**src/rtl/vdb_vga_timing_ctrl.sv**
```systemverilog
// -----------------------------------------------------------------------------
// vdb_vga_timing_ctrl
//   VESA-style VGA timing controller. Two FSMs walk each line and frame
//   through SYNC -> BP -> ACT -> FP. Pixels are fetched from a frame source
//   through a fixed-latency request port, and the result is emitted as r/g/b
//   together with active-low hsync/vsync. Porch and sync widths can be changed
//   at runtime. Writes land in shadow registers and take effect at the next
//   frame boundary.
//
// Ports
//   pixel_clk            pixel clock (only clock)
//   rst                  synchronous, active-high reset
//   cfg_we/cfg_sel       write cfg_fp/cfg_sync/cfg_bp into the horizontal (0)
//                        or vertical (1) shadow
//   cfg_pending          a shadow was written but not yet applied
//   pix_req/pix_x/pix_y  stage-0 pixel fetch request with active coordinates
//   pix_r/pix_g/pix_b    pixel data, valid exactly one cycle after pix_req
//   r/g/b                video out (stage 2), zero outside active video
//   hsync/vsync          active-low syncs (stage 2)
//   frame_start          one-cycle pulse on the first cycle of a frame (stage 2)
//   h_state_dbg          line FSM state (H_SYNC=0, H_BP=1, H_ACT=2, H_FP=3)
//   v_state_dbg          frame FSM state (V_SYNC=0, V_BP=1, V_ACT=2, V_FP=3)
//
// Fetch protocol: the port has no back-pressure. When pix_req is high in
// cycle t, the source must present pix_r/g/b for (pix_x, pix_y) during
// cycle t+1. That data is registered onto r/g/b and appears in cycle t+2.
// -----------------------------------------------------------------------------
module vdb_vga_timing_ctrl #(
  parameter int HOR_ACT   = 640,
  parameter int HOR_FP    = 16,
  parameter int HOR_SYNC  = 96,
  parameter int HOR_BP    = 48,
  parameter int VERT_ACT  = 480,
  parameter int VERT_FP   = 11,
  parameter int VERT_SYNC = 2,
  parameter int VERT_BP   = 31
) (
  input  logic       pixel_clk,
  input  logic       rst,
  input  logic       cfg_we,
  input  logic       cfg_sel,
  input  logic [7:0] cfg_fp,
  input  logic [7:0] cfg_sync,
  input  logic [7:0] cfg_bp,
  output logic       cfg_pending,
  output logic       pix_req,
  output logic [9:0] pix_x,
  output logic [9:0] pix_y,
  input  logic [7:0] pix_r,
  input  logic [7:0] pix_g,
  input  logic [7:0] pix_b,
  output logic [7:0] r,
  output logic [7:0] g,
  output logic [7:0] b,
  output logic       hsync,
  output logic       vsync,
  output logic       frame_start,
  output logic [1:0] h_state_dbg,
  output logic [1:0] v_state_dbg
);

  typedef enum logic [1:0] {H_SYNC = 2'd0, H_BP = 2'd1, H_ACT = 2'd2, H_FP = 2'd3} h_state_t;
  typedef enum logic [1:0] {V_SYNC = 2'd0, V_BP = 2'd1, V_ACT = 2'd2, V_FP = 2'd3} v_state_t;

  localparam logic [10:0] H_ACT_LAST   = 11'(HOR_ACT - 1);
  localparam logic [10:0] V_ACT_LAST   = 11'(VERT_ACT - 1);
  localparam logic [9:0]  H_ACT_LAST10 = 10'(HOR_ACT - 1);
  localparam logic [9:0]  V_ACT_LAST10 = 10'(VERT_ACT - 1);

  // Shadow (written by cfg) and live (used by the FSMs) timing.
  logic [7:0] sh_hfp, sh_hsync, sh_hbp, sh_vfp, sh_vsync, sh_vbp;
  logic [7:0] lv_hfp, lv_hsync, lv_hbp, lv_vfp, lv_vsync, lv_vbp;
  logic       pending_q;

  // sof_q marks the first stage-0 cycle of a frame (H_SYNC, V_SYNC, line 0).
  logic       sof_q;

  h_state_t   h_state, h_state_nx;
  v_state_t   v_state, v_state_nx;
  logic [10:0] h_cnt, h_cnt_nx, h_cnt_cur;
  logic [10:0] v_cnt, v_cnt_nx, v_cnt_cur;
  logic        line_end, frame_end;

  // Effective timing for this cycle. On the apply cycle, the shadow values
  // are already in force, so line 0 of the new frame uses them immediately.
  logic [7:0]  e_hfp, e_hbp, e_vfp, e_vbp, e_hsync, e_vsync;
  logic [10:0] h_sync_len, v_sync_len;

  always_comb begin
    e_hfp   = sof_q ? sh_hfp   : lv_hfp;
    e_hsync = sof_q ? sh_hsync : lv_hsync;
    e_hbp   = sof_q ? sh_hbp   : lv_hbp;
    e_vfp   = sof_q ? sh_vfp   : lv_vfp;
    e_vsync = sof_q ? sh_vsync : lv_vsync;
    e_vbp   = sof_q ? sh_vbp   : lv_vbp;
    // A zero sync width is treated as one.
    h_sync_len = (e_hsync == 8'd0) ? 11'd1 : {3'b000, e_hsync};
    v_sync_len = (e_vsync == 8'd0) ? 11'd1 : {3'b000, e_vsync};
  end

  // Line FSM: the counter holds the remaining cycles in the state minus one.
  // On the first cycle of a frame, the count comes from the newly applied sync
  // width instead of whatever was loaded at the end of the previous frame.
  always_comb begin
    h_cnt_cur  = sof_q ? (h_sync_len - 11'd1) : h_cnt;
    h_state_nx = h_state;
    h_cnt_nx   = h_cnt_cur - 11'd1;
    line_end   = 1'b0;
    if (h_cnt_cur == 11'd0) begin
      case (h_state)
        H_SYNC: begin
          if (e_hbp != 8'd0) begin
            h_state_nx = H_BP;
            h_cnt_nx   = {3'b000, e_hbp} - 11'd1;
          end else begin
            h_state_nx = H_ACT;
            h_cnt_nx   = H_ACT_LAST;
          end
        end
        H_BP: begin
          h_state_nx = H_ACT;
          h_cnt_nx   = H_ACT_LAST;
        end
        H_ACT: begin
          if (e_hfp != 8'd0) begin
            h_state_nx = H_FP;
            h_cnt_nx   = {3'b000, e_hfp} - 11'd1;
          end else begin
            h_state_nx = H_SYNC;
            h_cnt_nx   = h_sync_len - 11'd1;
            line_end   = 1'b1;
          end
        end
        default: begin
          h_state_nx = H_SYNC;
          h_cnt_nx   = h_sync_len - 11'd1;
          line_end   = 1'b1;
        end
      endcase
    end
  end

  // Frame FSM: same scheme, counted in lines and advanced on each line end.
  always_comb begin
    v_cnt_cur  = sof_q ? (v_sync_len - 11'd1) : v_cnt;
    v_state_nx = v_state;
    v_cnt_nx   = v_cnt_cur;
    frame_end  = 1'b0;
    if (line_end) begin
      if (v_cnt_cur != 11'd0) begin
        v_cnt_nx = v_cnt_cur - 11'd1;
      end else begin
        case (v_state)
          V_SYNC: begin
            if (e_vbp != 8'd0) begin
              v_state_nx = V_BP;
              v_cnt_nx   = {3'b000, e_vbp} - 11'd1;
            end else begin
              v_state_nx = V_ACT;
              v_cnt_nx   = V_ACT_LAST;
            end
          end
          V_BP: begin
            v_state_nx = V_ACT;
            v_cnt_nx   = V_ACT_LAST;
          end
          V_ACT: begin
            if (e_vfp != 8'd0) begin
              v_state_nx = V_FP;
              v_cnt_nx   = {3'b000, e_vfp} - 11'd1;
            end else begin
              v_state_nx = V_SYNC;
              v_cnt_nx   = v_sync_len - 11'd1;
              frame_end  = 1'b1;
            end
          end
          default: begin
            v_state_nx = V_SYNC;
            v_cnt_nx   = v_sync_len - 11'd1;
            frame_end  = 1'b1;
          end
        endcase
      end
    end
  end

  always_ff @(posedge pixel_clk) begin
    if (rst) begin
      h_state <= H_SYNC;
      v_state <= V_SYNC;
      h_cnt   <= 11'd0;
      v_cnt   <= 11'd0;
      sof_q   <= 1'b1;
    end else begin
      h_state <= h_state_nx;
      v_state <= v_state_nx;
      h_cnt   <= h_cnt_nx;
      v_cnt   <= v_cnt_nx;
      sof_q   <= frame_end;
    end
  end

  // Shadow/live registers. The live copy takes the shadow's old value on the
  // apply cycle. A write in that same cycle stays pending for the next frame.
  always_ff @(posedge pixel_clk) begin
    if (rst) begin
      sh_hfp   <= 8'(HOR_FP);   sh_hsync <= 8'(HOR_SYNC);  sh_hbp <= 8'(HOR_BP);
      sh_vfp   <= 8'(VERT_FP);  sh_vsync <= 8'(VERT_SYNC); sh_vbp <= 8'(VERT_BP);
      lv_hfp   <= 8'(HOR_FP);   lv_hsync <= 8'(HOR_SYNC);  lv_hbp <= 8'(HOR_BP);
      lv_vfp   <= 8'(VERT_FP);  lv_vsync <= 8'(VERT_SYNC); lv_vbp <= 8'(VERT_BP);
      pending_q <= 1'b0;
    end else begin
      if (cfg_we) begin
        if (!cfg_sel) begin
          sh_hfp <= cfg_fp; sh_hsync <= cfg_sync; sh_hbp <= cfg_bp;
        end else begin
          sh_vfp <= cfg_fp; sh_vsync <= cfg_sync; sh_vbp <= cfg_bp;
        end
      end
      if (sof_q) begin
        lv_hfp <= sh_hfp; lv_hsync <= sh_hsync; lv_hbp <= sh_hbp;
        lv_vfp <= sh_vfp; lv_vsync <= sh_vsync; lv_vbp <= sh_vbp;
        pending_q <= cfg_we;
      end else if (cfg_we) begin
        pending_q <= 1'b1;
      end
    end
  end

  // Stage 0: request and coordinates derived from the down-counters.
  logic act0;
  assign act0    = (h_state == H_ACT) && (v_state == V_ACT);
  assign pix_req = act0 && !rst;
  assign pix_x   = pix_req ? (H_ACT_LAST10 - h_cnt[9:0]) : 10'd0;
  assign pix_y   = pix_req ? (V_ACT_LAST10 - v_cnt[9:0]) : 10'd0;

  // Stage 1 carries timing alongside the fetch. Stage 2 registers the outputs.
  logic act_d1, hs_d1, vs_d1, fs_d1;

  always_ff @(posedge pixel_clk) begin
    if (rst) begin
      act_d1      <= 1'b0;
      hs_d1       <= 1'b1;
      vs_d1       <= 1'b1;
      fs_d1       <= 1'b0;
      r           <= 8'd0;
      g           <= 8'd0;
      b           <= 8'd0;
      hsync       <= 1'b1;
      vsync       <= 1'b1;
      frame_start <= 1'b0;
    end else begin
      act_d1      <= act0;
      hs_d1       <= (h_state != H_SYNC);
      vs_d1       <= (v_state != V_SYNC);
      fs_d1       <= sof_q;
      r           <= act_d1 ? pix_r : 8'd0;
      g           <= act_d1 ? pix_g : 8'd0;
      b           <= act_d1 ? pix_b : 8'd0;
      hsync       <= hs_d1;
      vsync       <= vs_d1;
      frame_start <= fs_d1;
    end
  end

  assign cfg_pending = pending_q;
  assign h_state_dbg = h_state;
  assign v_state_dbg = v_state;

endmodule

```
**config.mk**
```make
export PLATFORM = sky130hd
export DESIGN_NAME = vdb_vga_timing_ctrl
export DESIGN_NICKNAME = d
export VERILOG_FILES = /design/src/rtl/vdb_vga_timing_ctrl.sv
export SDC_FILE = /design/constraint.sdc
export NUM_CORES = 1
export LEC_CHECK = 0
export BUFFER_PORTS_ARGS = -buffer_cell sky130_fd_sc_hd__clkbuf_2
export CELL_PAD_IN_SITES_DETAIL_PLACEMENT = 0
export CELL_PAD_IN_SITES_GLOBAL_PLACEMENT = 1
export CORE_UTILIZATION = 47
export CTS_CLUSTER_DIAMETER = 200
export DETAILED_ROUTE_END_ITERATION = 8
export GPL_ROUTABILITY_DRIVEN = 0
export PLACE_DENSITY_LB_ADDON = 0.1
export SYNTH_ARGS = -nofsm -noshare
export SYNTH_HDL_FRONTEND = slang
export SYNTH_SLANG_ARGS = --single-unit
```
**constraint.sdc**
```tcl
create_clock -name pixel_clk -period 12.23 [get_ports pixel_clk]
set_input_delay 0.6115 -clock pixel_clk [delete_from_list [all_inputs] [get_ports pixel_clk]]
set_output_delay 0.6115 -clock pixel_clk [all_outputs]
set_load 0.05 [all_outputs]
```
==> summary.md <==
| Metric | Value |
|---|---|
| Status | finished clean |
| Async S/R FF share, synth | 0% |
| WL final | 22.0 mm |
| Most frequent cells in the layout | 154 x dfxtp_1, 133 x nand2_1, 106 x nor2_1 |
| Crit Path Max Fanout | 53 |
| Die Height | 132 µm |
| Vias in the first global route | 6469 |
| Clock slew at reported path FFs | 0.07 ns |
| Reg-to-Reg End | v_cnt[7]$_SDFF_PP0_ |
| Vias | 7002 |
| Antenna Nets Post-Route | 0 |
| Post-Place Setup Slack | 6.49 ns |
| Cell leakage power | 3.81 nW |
| Register-to-Register Path Depth | 12 |
| Fill cells | 1669 |
| Fraction of layout cells with a size suffix above 1 | 16.1% |
| Max-cap violations | 0 |
| Register area share after synthesis | 39.0% |
| Initial antenna violation count | 0 |
| FF+latch area | 3110 µm² |
| H-Tree Depth | 4 |
| Number of synthesized flops with an enable pin | 0 |
| Netlist cell types | 77 |
| Avg Inst Size Synth | 8.38 µm² |
| Startpoint Class | flop |
| Worst path max stage delay | 0.87 ns |
| Final-report hold violation count | 0 |
| Grt ovf | 0 |
| Yosys warnings | 0 |
| I/O Pins | 105 |
| Max IR drop VDD | 0.000110 V |
| Initial cell density of the core | 48.0% |
| First-pass GRT wire length | 35.2 mm |
| Final core occ | 55.3% |
| Root Buffer | clkbuf_16 |
| Multi-input gate area | 4530 µm² |
| CP Cell Sequence | buf_4 -> buf_4 -> nor3_1 -> o22ai_1 -> o21a_1 -> ha_1 -> or4b_1 -> a2bb2o_1 -> a221oi_1 -> nor4b_4 -> o2111ai_1 -> a31oi_1 |
| Die Wd | 132 µm |
| Die area | 17500 µm² |
| Fmax | 172 MHz |
| Element type at the critical path end | flop |
| WP data required | 12.58 ns |
| Type of the most critical hold path | in2reg |
| Setup violators final | 0 |
| Cell Pwr Density | 138 nW/µm² |
| Critical Path AT | 6.15 ns |
| CTS Buf Count | 17 |
| Internal power | 902 µW |
| Final nets | 1081 |
| Post-Syn Area | 7960 µm² |
| Sw frac | 28.6% |
| DRC | 0 |
| CTS Buffer Depth | 2 |
| Post_cts resized | 0 |
| Yosys reg bits | 155 |
| WP buf/inv | 2 |
| Core Region | 16600 µm² |
| CP delay by family, top | compound AO/OA/AOI/OAI gates |
| Cell mode on critical path | buf_4 |
| Hold_sp | pix_g[6] |
| Worst-Margin Slew | 1.08 ns |
| Commonest non-fill, non-tap cell in the layout | dfxtp_1 |
| Design area | 9170 µm² |
| DP HPWL | 16.0 mm |
| CTS tree | done |
| CP Class | reg2reg |
| Via/cell ratio | 5.59 |
| Synth Flop Type | dfxtp_1 |
| Clk pwr share | 44.1% |
| RSZ-0062 raised after global routing | no |
| Slowest stage cell, crit path | nor4b_4 |
| Layout area overhead | 15.2% |
| Cells after Synth | 950 |
| Final setup margin | 6.43 ns |
| Largest net degree at the start of global routing | 95 |
| Total track usage | 25.8% |
| CTS Hold Bufs | 0 |
| Sequential Power Share | 43.2% |
| CTS Sinks | 155 |
| Final TNS setup | 0 ns |
| Hold endpoint | g[6]$_SDFF_PP0_ |
| Setup Skew | 0.00569 ns |
| Placed Area | 8550 µm² |
| Net Sw Power | 361 µW |
| R2R setup slack | 6.43 ns |
| Syn_nets | 1012 |
| Avg WL per Cell | 17.6 µm |
| RR Startpoint | sof_q$_SDFF_PP1_ |
| Fin. max-slew vios | 0 |
| Rows | 47 |
| Min Clock Period, post-route | 5.80 ns |
| Post-CTS setup buffer count | 0 |
| Slew headroom | 27.6% |
| Drt first pass iters | 5 |
| Initial DRC count | 487 |
| Logic gate share of total power | 12.7% |
| Ant. Diodes | 0 |
| Port Buffer Count | 104 |
| Final period util | 47.4% |
| Hold Path Depth | 2 |
| Clock latency on the worst-skew pair | 0.43 ns |
worst reg2reg max path: cells and delay by family, from the launching register on:
kind,cells,cell delay [ns]
buffers and inverters,2,1.19
AO/OA/AOI/OAI,6,2.12
AND/OR/NAND/NOR,3,1.55
adder cells (fa/ha/maj),1,0.25
flip-flops,1,0.61
worst max path at each step:
stage | slack (ns) | to | from | depth (start not counted)
final | 6.43 | v_cnt[7]$_SDFF_PP0_ | sof_q$_SDFF_PP1_ | 12
after global routing | 5.99 | v_cnt[0]$_SDFF_PP0_ | sof_q$_SDFF_PP1_ | 12
after CTS | 6.47 | v_cnt[7]$_SDFF_PP0_ | sof_q$_SDFF_PP1_ | 12
after detailed placement | 6.49 | v_cnt[7]$_SDFF_PP0_ | sof_q$_SDFF_PP1_ | 12
after global placement | 6.70 | v_state_dbg[0]$_SDFFE_PP0P_ | sof_q$_SDFF_PP1_ | 12
after floorplan | 7.47 | v_cnt[0]$_SDFF_PP0_ | sof_q$_SDFF_PP1_ | 17
registers in the layout, summed over array words and instances, names as in the netlist, 2 cells and up:
| signal | cells |
|---|---|
| v_cnt | 11 |
| sh_vbp | 8 |
| b | 8 |
| lv_vbp | 8 |
| g | 8 |
| lv_vfp | 8 |
| sh_hsync | 8 |
| lv_hbp | 8 |
| sh_vfp | 8 |
| lv_vsync | 8 |
| sh_vsync | 8 |
| v_state_dbg | 2 |
| lv_hsync | 8 |
| lv_hfp | 8 |
| r | 8 |
| sh_hfp | 8 |
| h_cnt | 11 |
| h_state_dbg | 2 |
| sh_hbp | 8 |
cell usage after synthesis, types with 8 or more instances:
master / count / area (µm²)
dfxtp_1: 155 / 3100
nand2_1: 133 / 499
nor2_1: 106 / 398
a21oi_1: 70 / 350
mux2i_1: 53 / 531
clkbuf_1: 40 / 150
nor3_1: 34 / 170
and2_1: 30 / 188
xnor2_1: 28 / 245
nand3b_1: 18 / 135
buf_2: 17 / 85.1
nand2b_1: 17 / 106
o21ai_0: 16 / 80.1
xor2_1: 15 / 131
inv_1: 13 / 48.8
nand3_1: 12 / 60.1
a211oi_1: 11 / 82.6
ha_1: 10 / 125
nor2b_1: 10 / 62.6
nor3b_1: 10 / 75.1
a31oi_1: 9 / 56.3
a21o_1: 8 / 60.1
o211ai_1: 8 / 60.1
or3_1: 8 / 50.1
kinds of logic (layout without fill, tap and decap cells):
group,after synthesis,count (layout),synth area share (%)
and+or+nand+nor,414,414,26.3
AOI/OAI and AO/OA,198,198,17.4
DFF,155,155,39.0
buffers and inverters,75,157,4.04
muxes,55,55,6.95
xor gates and xnor gates,43,43,4.73
adders and majority gates,10,10,1.57
per-layer routing:
metal	global-route usage, %	wire length, µm
met4	9.11	401
met3	5.88	1230
met1	36.3	10700
met2	38.7	9650
met5	0	0
stage by stage:
stage	hold slack [ns]	instances	power (mW)
floorplan	0.389	950	0.670
global route	0.363	1252	1.31
global placement	0.393	1220	0.716
CTS	0.363	1252	1.27
detailed placement	0.399	1220	0.716
finish	0.379	1252	1.26
power by group through the flow:
stage               Sequential (mW)  Clock [mW]  Combinational [mW]
floorplan                     0.549           0               0.121
detailed placement            0.556           0               0.159
CTS                           0.545       0.565               0.160
global route                  0.548       0.590               0.177
finish                        0.546       0.557               0.161
global placement              0.556           0               0.160
area by class of cell:
cell class | count | area share, %
Clock buffer | 17 | 4.64
Clock inverter | 15 | 2.16
Inverter | 13 | 0.532
Multi-Input combinational cell | 720 | 49.4
Sequential cell | 155 | 33.9
Tap cell | 220 | 3.00
Timing Repair Buffer | 112 | 6.36
Note: power is estimated with default switching activity, not from simulation.
